$ cat config.mk
export PLATFORM = sky130hd
export DESIGN_NAME = id_ex_operand_stage
export DESIGN_NICKNAME = d
export VERILOG_FILES = /design/src/rtl/id_ex_operand_stage_pkg.sv /design/src/rtl/id_ex_operand_stage_forward_sel.sv /design/src/rtl/id_ex_operand_stage.sv
export SDC_FILE = /design/constraint.sdc
export NUM_CORES = 1
export LEC_CHECK = 0
export CORE_AREA = 2 2 140 142
export DETAILED_ROUTE_END_ITERATION = 8
export DIE_AREA = 0 0 142 144
export PLACE_DENSITY = 0.8
export REMOVE_ABC_BUFFERS = 1
export SLEW_MARGIN = 10
export SYNTH_ARGS = -nofsm -noshare
export SYNTH_HDL_FRONTEND = slang
export SYNTH_SLANG_ARGS = --single-unit
export TNS_END_PERCENT = 50
$ cat constraint.sdc
create_clock -name clk -period 3.7 [get_ports clk]
set_clock_uncertainty 0.05 [all_clocks]
set_input_delay 1.11 -clock clk [delete_from_list [all_inputs] [get_ports clk]]
set_output_delay 1.11 -clock clk [all_outputs]
set_load 0.005 [all_outputs]
$ cat src/rtl/id_ex_operand_stage_pkg.sv
// Shared encodings for the ID/EX operand stage and the ALU it feeds.
package id_ex_operand_stage_pkg;

  typedef enum logic [2:0] {
    ALU_ADD = 3'b000,
    ALU_SUB = 3'b001,
    ALU_AND = 3'b010,
    ALU_OR  = 3'b011,
    ALU_XOR = 3'b100,
    ALU_SLT = 3'b101
  } alu_op_t;

  typedef enum logic [1:0] {
    FWD_RF  = 2'b00,
    FWD_WB  = 2'b01,
    FWD_MEM = 2'b10
  } fwd_sel_t;

  // Codes 110 and 111 have no ALU operation behind them.
  function automatic logic is_illegal_op(input logic [2:0] op);
    return op[2] & op[1];
  endfunction

endpackage

$ cat src/rtl/id_ex_operand_stage_forward_sel.sv
// Per-operand forwarding source select: MEM beats WB, x0 is never forwarded.
module forward_sel
  import id_ex_operand_stage_pkg::*;
#(
  parameter int unsigned REG_W = 5
) (
  input  logic [REG_W-1:0] rs,
  input  logic [REG_W-1:0] rd_m,
  input  logic             reg_write_m,
  input  logic [REG_W-1:0] rd_w,
  input  logic             reg_write_w,
  output fwd_sel_t         sel
);

  always_comb begin
    sel = FWD_RF;
    if (reg_write_m && (rd_m != '0) && (rd_m == rs)) begin
      sel = FWD_MEM;
    end else if (reg_write_w && (rd_w != '0) && (rd_w == rs)) begin
      sel = FWD_WB;
    end
  end

endmodule

$ cat src/rtl/id_ex_operand_stage.sv
// ID/EX pipeline register with stall/flush, MEM/WB forwarding and ALU operand selection.
module id_ex_operand_stage
  import id_ex_operand_stage_pkg::*;
#(
  parameter int unsigned N     = 32,
  parameter int unsigned REG_W = 5
) (
  input  logic             clk,
  input  logic             rst,
  input  logic             StallE,
  input  logic             FlushE,
  input  logic [N-1:0]     RD1D,
  input  logic [N-1:0]     RD2D,
  input  logic [N-1:0]     ImmExtD,
  input  logic [N-1:0]     PCD,
  input  logic [REG_W-1:0] Rs1D,
  input  logic [REG_W-1:0] Rs2D,
  input  logic [REG_W-1:0] RdD,
  input  logic [2:0]       ALUControlD,
  input  logic             ALUSrcD,
  input  logic             RegWriteD,
  input  logic [N-1:0]     ALUResultM,
  input  logic [REG_W-1:0] RdM,
  input  logic             RegWriteM,
  input  logic [N-1:0]     ResultW,
  input  logic [REG_W-1:0] RdW,
  input  logic             RegWriteW,
  output logic [N-1:0]     a,
  output logic [N-1:0]     b,
  output logic [N-1:0]     WriteDataE,
  output logic [2:0]       ALUControlE,
  output logic [REG_W-1:0] RdE,
  output logic             RegWriteE,
  output logic [N-1:0]     PCE,
  output logic             IllegalOpE
);

  logic [N-1:0]     rd1_e, rd2_e, imm_e, pc_e;
  logic [REG_W-1:0] rs1_e, rs2_e, rd_e;
  logic [2:0]       ctl_e;
  logic             alu_src_e, reg_write_e, illegal_e;
  fwd_sel_t         sel_a, sel_b;
  logic [N-1:0]     fwd_b;

  // Reset and flush both load the all-zero bubble, so they share one branch.
  always_ff @(posedge clk) begin
    if (!rst || FlushE) begin
      rd1_e       <= '0;
      rd2_e       <= '0;
      imm_e       <= '0;
      pc_e        <= '0;
      rs1_e       <= '0;
      rs2_e       <= '0;
      rd_e        <= '0;
      ctl_e       <= ALU_ADD;
      alu_src_e   <= 1'b0;
      reg_write_e <= 1'b0;
      illegal_e   <= 1'b0;
    end else if (!StallE) begin
      rd1_e       <= RD1D;
      rd2_e       <= RD2D;
      imm_e       <= ImmExtD;
      pc_e        <= PCD;
      rs1_e       <= Rs1D;
      rs2_e       <= Rs2D;
      rd_e        <= RdD;
      ctl_e       <= ALUControlD;
      alu_src_e   <= ALUSrcD;
      reg_write_e <= RegWriteD;
      illegal_e   <= is_illegal_op(ALUControlD);
    end
  end

  forward_sel #(.REG_W(REG_W)) u_fwd_a (
    .rs          (rs1_e),
    .rd_m        (RdM),
    .reg_write_m (RegWriteM),
    .rd_w        (RdW),
    .reg_write_w (RegWriteW),
    .sel         (sel_a)
  );

  forward_sel #(.REG_W(REG_W)) u_fwd_b (
    .rs          (rs2_e),
    .rd_m        (RdM),
    .reg_write_m (RegWriteM),
    .rd_w        (RdW),
    .reg_write_w (RegWriteW),
    .sel         (sel_b)
  );

  always_comb begin
    a = rd1_e;
    unique case (sel_a)
      FWD_MEM: a = ALUResultM;
      FWD_WB:  a = ResultW;
      default: a = rd1_e;
    endcase
  end

  always_comb begin
    fwd_b = rd2_e;
    unique case (sel_b)
      FWD_MEM: fwd_b = ALUResultM;
      FWD_WB:  fwd_b = ResultW;
      default: fwd_b = rd2_e;
    endcase
  end

  assign b           = alu_src_e ? imm_e : fwd_b;
  assign WriteDataE  = fwd_b;
  assign ALUControlE = ctl_e;
  assign RdE         = rd_e;
  assign RegWriteE   = reg_write_e;
  assign PCE         = pc_e;
  assign IllegalOpE  = illegal_e;

endmodule

; ---- Word level (Yosys, flattened, before mapping)
; Cells that the tools add are included.
[totals]
ff_bits = 149
out_inout_bits = 138
word_cells = 37
[op_classes]
n_mux = 7
n_eq_ne = 8
bitwise = 1
reduce_logical = 10
[op_table]
columns = operator, count
row1 = $pmux W32 S2, 2
row2 = $mux W32, 1
row3 = $eq A5 B5 Y1, 4
row4 = $reduce_bool A5 Y1, 2
row5 = $logic_and A1 B1 Y1, 6
row6 = $eq A2 B1 Y1 const B, 2
row7 = $eq A2 B2 Y1 const B, 2
row8 = $mux W2, 2
row9 = $mux W1, 2
row10 = $and A1 B1 Y1, 1
row11 = $logic_not A1 Y1, 1
row12 = $logic_or A1 B1 Y1, 1

; ---- Logic depth before layout (Yosys ltp)
; Gate-level depths: netlist (run 1).
[depth]
depth_word = 8
depth_mapped = 7

; ---- By module
; From an unflattened synthesis (run 1), not the netlist that was laid out.
[unflattened]
hier_cells = 820
area_unflattened_um2 = 7332.0
[modules_own_cells]
columns = module, area_per_inst_um2, cells_per_inst, instances, seq_area_each_um2
row1 = id_ex_operand_stage, 7029.2, 780, 1, 2982.9
row2 = forward_sel, 151.4, 20, 2, 0.0

; ---- Worst setup path before layout (run 1)
; No wires, ideal clock.
[synth_timing]
kind = in2out
start = input port RdW[0]
end = output port b[10]
slack_ns = 0.083
cell_stages = 6
required_time_ns = 2.540
arrival_ns = 2.457
path_cell_list = or4_4 -> o21ai_4 -> nor4_4 -> buf_6 -> mux2i_1 -> a221oi_2
[synth_via]
elab_chain_cells = 8
word_cells_on_any_way = 10
[synth_rtl]
columns = item, line_no
row1 = "start, declared", id_ex_operand_stage.sv:26  ; input logic [REG_W-1:0] RdW,
row2 = $reduce_bool A5 Y1, id_ex_operand_stage_forward_sel.sv:19  ; end else if (reg_write_w && (rd_w != '0) && (rd_w == rs)) begin
row3 = $logic_and A1 B1 Y1, id_ex_operand_stage_forward_sel.sv:19
row4 = $logic_and A1 B1 Y1 *, id_ex_operand_stage_forward_sel.sv:19
row5 = $mux W1 *, id_ex_operand_stage_forward_sel.sv:19
row6 = $mux W2 *, id_ex_operand_stage_forward_sel.sv:17  ; if (reg_write_m && (rd_m != '0) && (rd_m == rs)) begin
row7 = $eq A2 B1 Y1 or $eq A2 B2 Y1 (tied branches), id_ex_operand_stage.sv:103  ; unique case (sel_b)
row8 = $pmux W32 S2 *, id_ex_operand_stage.sv:103
row9 = $mux W32 *, id_ex_operand_stage.sv:110  ; assign b = alu_src_e ? imm_e : fwd_b;
row10 = "end, declared", id_ex_operand_stage.sv:29  ; output logic [N-1:0] b,
; Every way passes the cells marked *; elsewhere a longest branch is shown, timed or not.

; ---- Worst setup path in the final report (run 1)
[layout_timing]
start = input port RdM[4]
end = output port b[27]
[layout_via]
elab_chain_cells = 7
word_cells_on_any_way = 9
[layout_rtl]
columns = item, line_no
row1 = "start, declared", id_ex_operand_stage.sv:23  ; input logic [REG_W-1:0] RdM,
row2 = $reduce_bool A5 Y1, id_ex_operand_stage_forward_sel.sv:17
row3 = $logic_and A1 B1 Y1, id_ex_operand_stage_forward_sel.sv:17
row4 = $logic_and A1 B1 Y1 *, id_ex_operand_stage_forward_sel.sv:17
row5 = $mux W2 *, id_ex_operand_stage_forward_sel.sv:17
row6 = $eq A2 B1 Y1 or $eq A2 B2 Y1 (tied branches), id_ex_operand_stage.sv:103
row7 = $pmux W32 S2 *, id_ex_operand_stage.sv:103
row8 = $mux W32 *, id_ex_operand_stage.sv:110
; Marks and branches as above.

==> flow_summary.ini, run 1 <==
[status]
result_of_the_run = finished with violations
violations = setup timing

[cts]
cts_made_buffers = 17
clkSlewWorstSetupHoldPaths_ps = 60
tritoncts_clock_tree = yes
worstSkewPairLatency_ps = 420
clkSinkCount = 149
clock_tree.buffer_depth = 2
cts_htree_levels = 4
postCtsHoldBufs = 0
cts_root_buf = clkbuf_16

[min_path]
hold_class = reg2reg
min_path_cells = 2
timing.hold.worst.start = imm_e[9]

[critical_path]
critPathBufInv = 8
worst-path-max-fanout = 5
critical_path_source = RdM[4]
critical_path.reg2reg.startpoint = alu_src_e
setup.worst_path.class = in2out
cpMostUsedCell = buf_6
cp_slowest_stage_delay_ps = 530
critPathArrivalTime_ps = 3070
setup.worst_path.end_class = output pin
wp_data_required_ps = 2540
worstSetupStartpointType = primary input
critical_path.slowest_cell = or4_4
worstPathCellList = buf_6, or4_4, o21a_4, buf_4, buf_6, buf_6, a31oi_4, buf_12, buf_12, buf_6, a221oi_2, buf_2
top_cell_family_by_delay_on_the_critical_path = buffers and inverters
path_depth = 12
timing.reg2reg.worst_path_depth = 3

[detailed_routing]
routed_wire_length_on_met2_mm = 15.23
top_layer_used = met4
number_of_drc_markers_in_iteration_0 = 344
number_of_vias_per_cell_after_detailed_routing = 5.260
met1Wirelength_mm = 11.75
wire_per_inst_um = 20.11
wl_mm = 30.74
met3WireLength_mm = 2.811
drt_first_pass_iters = 5
drt.antenna.violating_nets = 0
via_count = 8038
drt_drc_violations_left = 0

[logic_synthesis]
synthesis.instances = 838
ys_seq_elements = 149
synth.top_cells.by_area = dfxtp_1 (39%), mux2i_1 (28%), nor2_1 (8.9%)
number_of_enable_flip_flop_cells_after_synthesis = 0
synth-main-ff-cell = dfxtp_1
synth-async-reset-ratio_pct = 0
post-synth-top-count-cell = mux2i_1
yosys.cell_types.count = 29
synth_top_cell_area_share_pct = 38.94
synth_sequential_area_ratio_pct = 38.94
synth_warnings = 0
syn_area_um2 = 7660
synth_top_area_cell = dfxtp_1
synthesized_area_per_cell_um2 = 9.141
ys_top_cells_by_count = mux2i_1 (211), nor2_1 (182), dfxtp_1 (149)

[die]
num_rows = 51
die_area_um2 = 20450
chipWidth_um = 142
io-pin-count = 366
fp.dieH_um = 144
floorplan.initialDensity_pct = 40.15
core_region_area_um2 = 19080

[placement]
dp_worst_setup_slack_ps = -1367
half_perimeter_wire_length_after_placement_mm = 19.21
placedCellCount = 1423
place_congestion = 0.8926
placedInstanceArea_um2 = 11810
port_buffers = 365

[finish]
fin_util_pct = 70.80
finish.cell_count_without_fillers = 1528
final_design_area_no_fill_um2 = 13510
layout.nets = 1505
final_layout_size_suffix_gt1_share_pct = 29.53
synthToLayoutAreaGrowth_pct = 76.36
num_antenna_cells = 0

[timing]
report.final.setup_viol = 96
grt_setup_unrepaired = yes
hold_slack_ps = 441.7
timing.final.ws_setup_ps = -528.0
timing.final.crit_period_ps = 4228
fmax_mhz = 236.5
hold_viol = 0
slew_violations = 0
finalSetupTns_ps = -36950
tightestPinTransition_ps = 548.2
final.period_utilization_pct = 114.3
timing.slew.headroom_pct = 63.46

[run]
drv_cap = 0

[pwr]
switching_share_pct = 25.69
proportion_of_power_drawn_by_combinational_gates_pct = 19.7
p_switching_mw = 1.119
power_report.internal_total_mw = 3.237
clock_power_share_pct = 41.4
peakVddDrop_mv = 0.2906
power_density_nw_per_um2 = 322.5
leakage_power_nw = 5.662
reg_power_share_pct = 38.9
power.total_mw = 4.356

[global_routing]
first_global_vias = 8139
antenna_violations_before_repair = 0
maximum_number_of_pins_on_one_net_before_global_route_repair = 84
global_route_wire_length_before_repair_mm = 44.45
grt_util_all_layers_pct = 28.32
globalRouteOverflowTotal = 0
[what timing repair did]
action                                 CTS  global route
resized for setup                      481           112
gates cloned                            14             2
setup buffers                           54            14
setup endpoints to repair               96            96
endpoints found under the hold margin    0             0
pin swaps                               35            23
[cell families after synthesis]
group,after synthesis,share of synthesized area [%]
mux,211,27.57
xor+xnor,20,2.287
simple gates,258,14.05
buf+inv,99,6.223
flops,149,38.94
compound gates,101,10.93
[flip-flops by register name, summed over array words and instances, names as in the netlist, 3 cells and up]
register     count
rd2_e           32
imm_e           32
rd1_e           32
ALUControlE      3
rs1_e            5
rs2_e            5
PCE             32
RdE              5
[power groups by stage]
stage               sequential [mW]  combinational [mW]  clock [mW]
floorplan                      1.72               0.261           0
global placement               1.72               0.795           0
detailed placement             1.73               0.805           0
CTS                            1.69               0.819        1.84
global route                   1.70               0.910        1.91
finish                         1.69               0.857        1.81
[per-layer routing]
layer	vias to the layer above	global-route usage, %
li1	3775	-
met1	3790	31.39
met2	409	49.38
met3	64	10.07
met4	0	11.84
met5	-	0
[area by class of cell]
type / count / area [um2]
fill: 1393 / 5570
inverter: 32 / 120.1
clock buffer: 19 / 432.9
timing repair buffer: 486 / 4792
clock inverter: 13 / 172.7
tap: 238 / 297.8
sequential: 149 / 2987
multi-input combinational: 591 / 4707
[final timing paths]
path / end / slack, ps
min: imm_e[9] / 440
max: b[27] / -530
min reg2reg: imm_e[9] / 440
max reg2reg: alu_src_e / 2340
[worst reg2reg max path: cells and delay by family, from the launching register on]
| family | cells | cell delay [ps] |
|---|---|---|
| simple gates | 1 | 100 |
| mux | 1 | 140 |
| flops | 1 | 570 |
| buf+inv | 1 | 440 |
[layout by cell type, fill, tap and decap left out, types with 3 or more instances in the layout]
master / n
inv_6: 3
xnor2_1: 7
a21oi_2: 12
xor2_1: 10
buf_4: 46
clkinvlp_4: 3
clkbuf_16: 18
nor3_4: 5
clkbuf_2: 3
a221oi_2: 31
a21oi_1: 20
nand2_2: 8
mux2i_4: 10
o21ai_1: 22
o21ai_2: 10
mux2i_1: 186
nand2_1: 23
nor2_2: 7
mux2i_2: 15
nor3_2: 8
buf_2: 95
bufinv_16: 3
buf_16: 11
nor3_1: 21
dlygate4sd2_1: 3
buf_12: 26
clkdlybuf4s50_1: 257
buf_8: 3
nor2_1: 174
buf_6: 38
dfxtp_1: 148
inv_1: 32
(Power assumes the default switching activity.)
==> inputs of run 2 (changes only) <==
CORE_AREA = default   (was 2 2 140 142)
CORE_ASPECT_RATIO = 0.75   (was default)
CORE_MARGIN = 1   (was default)
CORE_UTILIZATION = 41   (was default)
DIE_AREA = default   (was 0 0 142 144)
GPL_ROUTABILITY_DRIVEN = 0   (was default)
PLACE_DENSITY = 0.81   (was 0.8)
==> flow_summary.ini, run 2 (same netlist as run 1, synthesis figures left out) <==
[detailed_routing]
wire_per_inst_um = 19.71
drt_first_pass_iters = 7
drt_drc_violations_left = 0
drt.antenna.violating_nets = 0
wl_mm = 29.18
number_of_drc_markers_in_iteration_0 = 511
number_of_vias_per_cell_after_detailed_routing = 5.230
via_count = 7740

[cts]
cts_made_buffers = 17
cts_root_buf = clkbuf_16
clkSlewWorstSetupHoldPaths_ps = 60
clkSinkCount = 149
cts_htree_levels = 4
worstSkewPairLatency_ps = 430
clock_tree.buffer_depth = 2
tritoncts_clock_tree = yes

[placement]
dp_worst_setup_slack_ps = -1060
port_buffers = 365
half_perimeter_wire_length_after_placement_mm = 19.15
placedCellCount = 1413

[finish]
seq_area_um2 = 2987
multi_input_area_um2 = 4815
fillerInstances = 1367
fin_util_pct = 72.65
final_layout_size_suffix_gt1_share_pct = 25.85
layout.nets = 1453
synthToLayoutAreaGrowth_pct = 70.45
finish.cell_count_without_fillers = 1480
final_cell_mix = clkdlybuf4s50_1 (257), mux2i_1 (177), nor2_1 (177)
layout.cells.most_common = clkdlybuf4s50_1
num_antenna_cells = 0

[status]
result_of_the_run = finished with violations
violations = setup timing

[global_routing]
first_global_vias = 7853
grt_util_all_layers_pct = 28.75
maximum_number_of_pins_on_one_net_before_global_route_repair = 73
antenna_violations_before_repair = 1
global_route_wire_length_before_repair_mm = 42.92
globalRouteOverflowTotal = 0

[critical_path]
worst-path-max-fanout = 4
worstSetupStartpointType = primary input
critPathCapture = b[29]
critPathArrivalTime_ps = 3000
setup.worst_path.class = in2out
critical_path.reg2reg.startpoint = alu_src_e
setup_slack_on_the_worst_flop_to_flop_path_ps = 2460
setup.worst_path.end_class = output pin
timing.reg2reg.worst_path_depth = 3
endpoint_of_the_most_critical_register_to_register_path = alu_src_e
wp_data_required_ps = 2540
critical_path_source = RdW[3]

[die]
core_region_area_um2 = 17970
fp.dieH_um = 120.4
floorplan.initialDensity_pct = 42.62
io-pin-count = 366
chipWidth_um = 159.8
die_area_um2 = 19240
num_rows = 42

[pwr]
leakage_power_nw = 5.344
power_density_nw_per_um2 = 330.1
peakVddDrop_mv = 0.2268

[timing]
tightestPinTransition_ps = 643.8
slew_violations = 0
fmax_mhz = 240.5
grt_setup_unrepaired = yes
final.period_utilization_pct = 112.4
timing.slew.headroom_pct = 57.08
timing.final.crit_period_ps = 4159
hold_slack_ps = 442.8
hold_viol = 0
timing.final.ws_setup_ps = -458.5
report.final.setup_viol = 96

[run]
drv_cap = 0

[min_path]
min_path_cells = 2
hold_class = reg2reg
-- run 2: timing repair --
item                       4_1_cts  5_1_grt
cloned                           8        4
gates resized for setup        415      136
setup endpoints to repair       96       96
setup buffers                   16       12
hold buffers                     0        0
pin swaps                       43       45
-- run 2: final cells by class --
| cell class | instances | area share, % |
|---|---|---|
| inverter | 32 | 0.9200 |
| timing repair buffer | 435 | 32.49 |
| multi-input combinational | 590 | 36.88 |
| clock buffer | 20 | 3.421 |
| clock inverter | 12 | 1.102 |
| sequential | 149 | 22.87 |
| tap | 242 | 2.319 |
-- run 2: worst min-delay path by stage --
stage                   start        endpoint  slack, ps
2_1_floorplan        rd1_e[0]        rd1_e[0]        410
3_3_place_gp   ALUControlE[2]  ALUControlE[2]        420
3_5_place_dp   ALUControlE[2]  ALUControlE[2]        430
4_1_cts        ALUControlE[2]  ALUControlE[2]        440
5_1_grt                PCE[7]          PCE[7]        470
6_report       ALUControlE[2]  ALUControlE[2]        440
-- run 2: stage by stage --
| step | power [mW] | area, um2 | TNS, ps |
|---|---|---|---|
| 2_1_floorplan | 1.984 | 7303 | -149020 |
| 3_3_place_gp | 2.525 | 11740 | -90970 |
| 3_5_place_dp | 2.536 | 11740 | -92980 |
| 4_1_cts | 4.290 | 12630 | -37090 |
| 5_1_grt | 4.461 | 13060 | -35320 |
| 6_report | 4.310 | 13060 | -31360 |
-- run 2: layer usage --
layer	track usage [%]	vias to the layer above	wire length [um]
li1	-	3678	-
met1	34.43	3638	11910
met2	48.44	358	13950
met3	7.993	66	2392
met4	12.38	0	918
met5	0	-	0
-- run 2: critical path: stages --
cell and delay (ps):
buf_6 90, or4_4 540, o21ai_4 190, nor4_4 60, buf_6 160, buf_16 160, mux2i_4 200, a221oi_2 290
buf_2 190
-- run 2: report_power, final --
| group | internal, mW | switching [mW] |
|---|---|---|
| combinational | 0.499 | 0.346 |
| sequential | 1.66 | 0.0401 |
| clock | 1.02 | 0.745 |
| total | 3.18 | 1.13 |
==> inputs of run 3 (changes only) <==
SLEW_MARGIN = 20   (was 10)
==> results of run 3 <==
The final DEF is identical to that of run 2; final timing and power are the same.
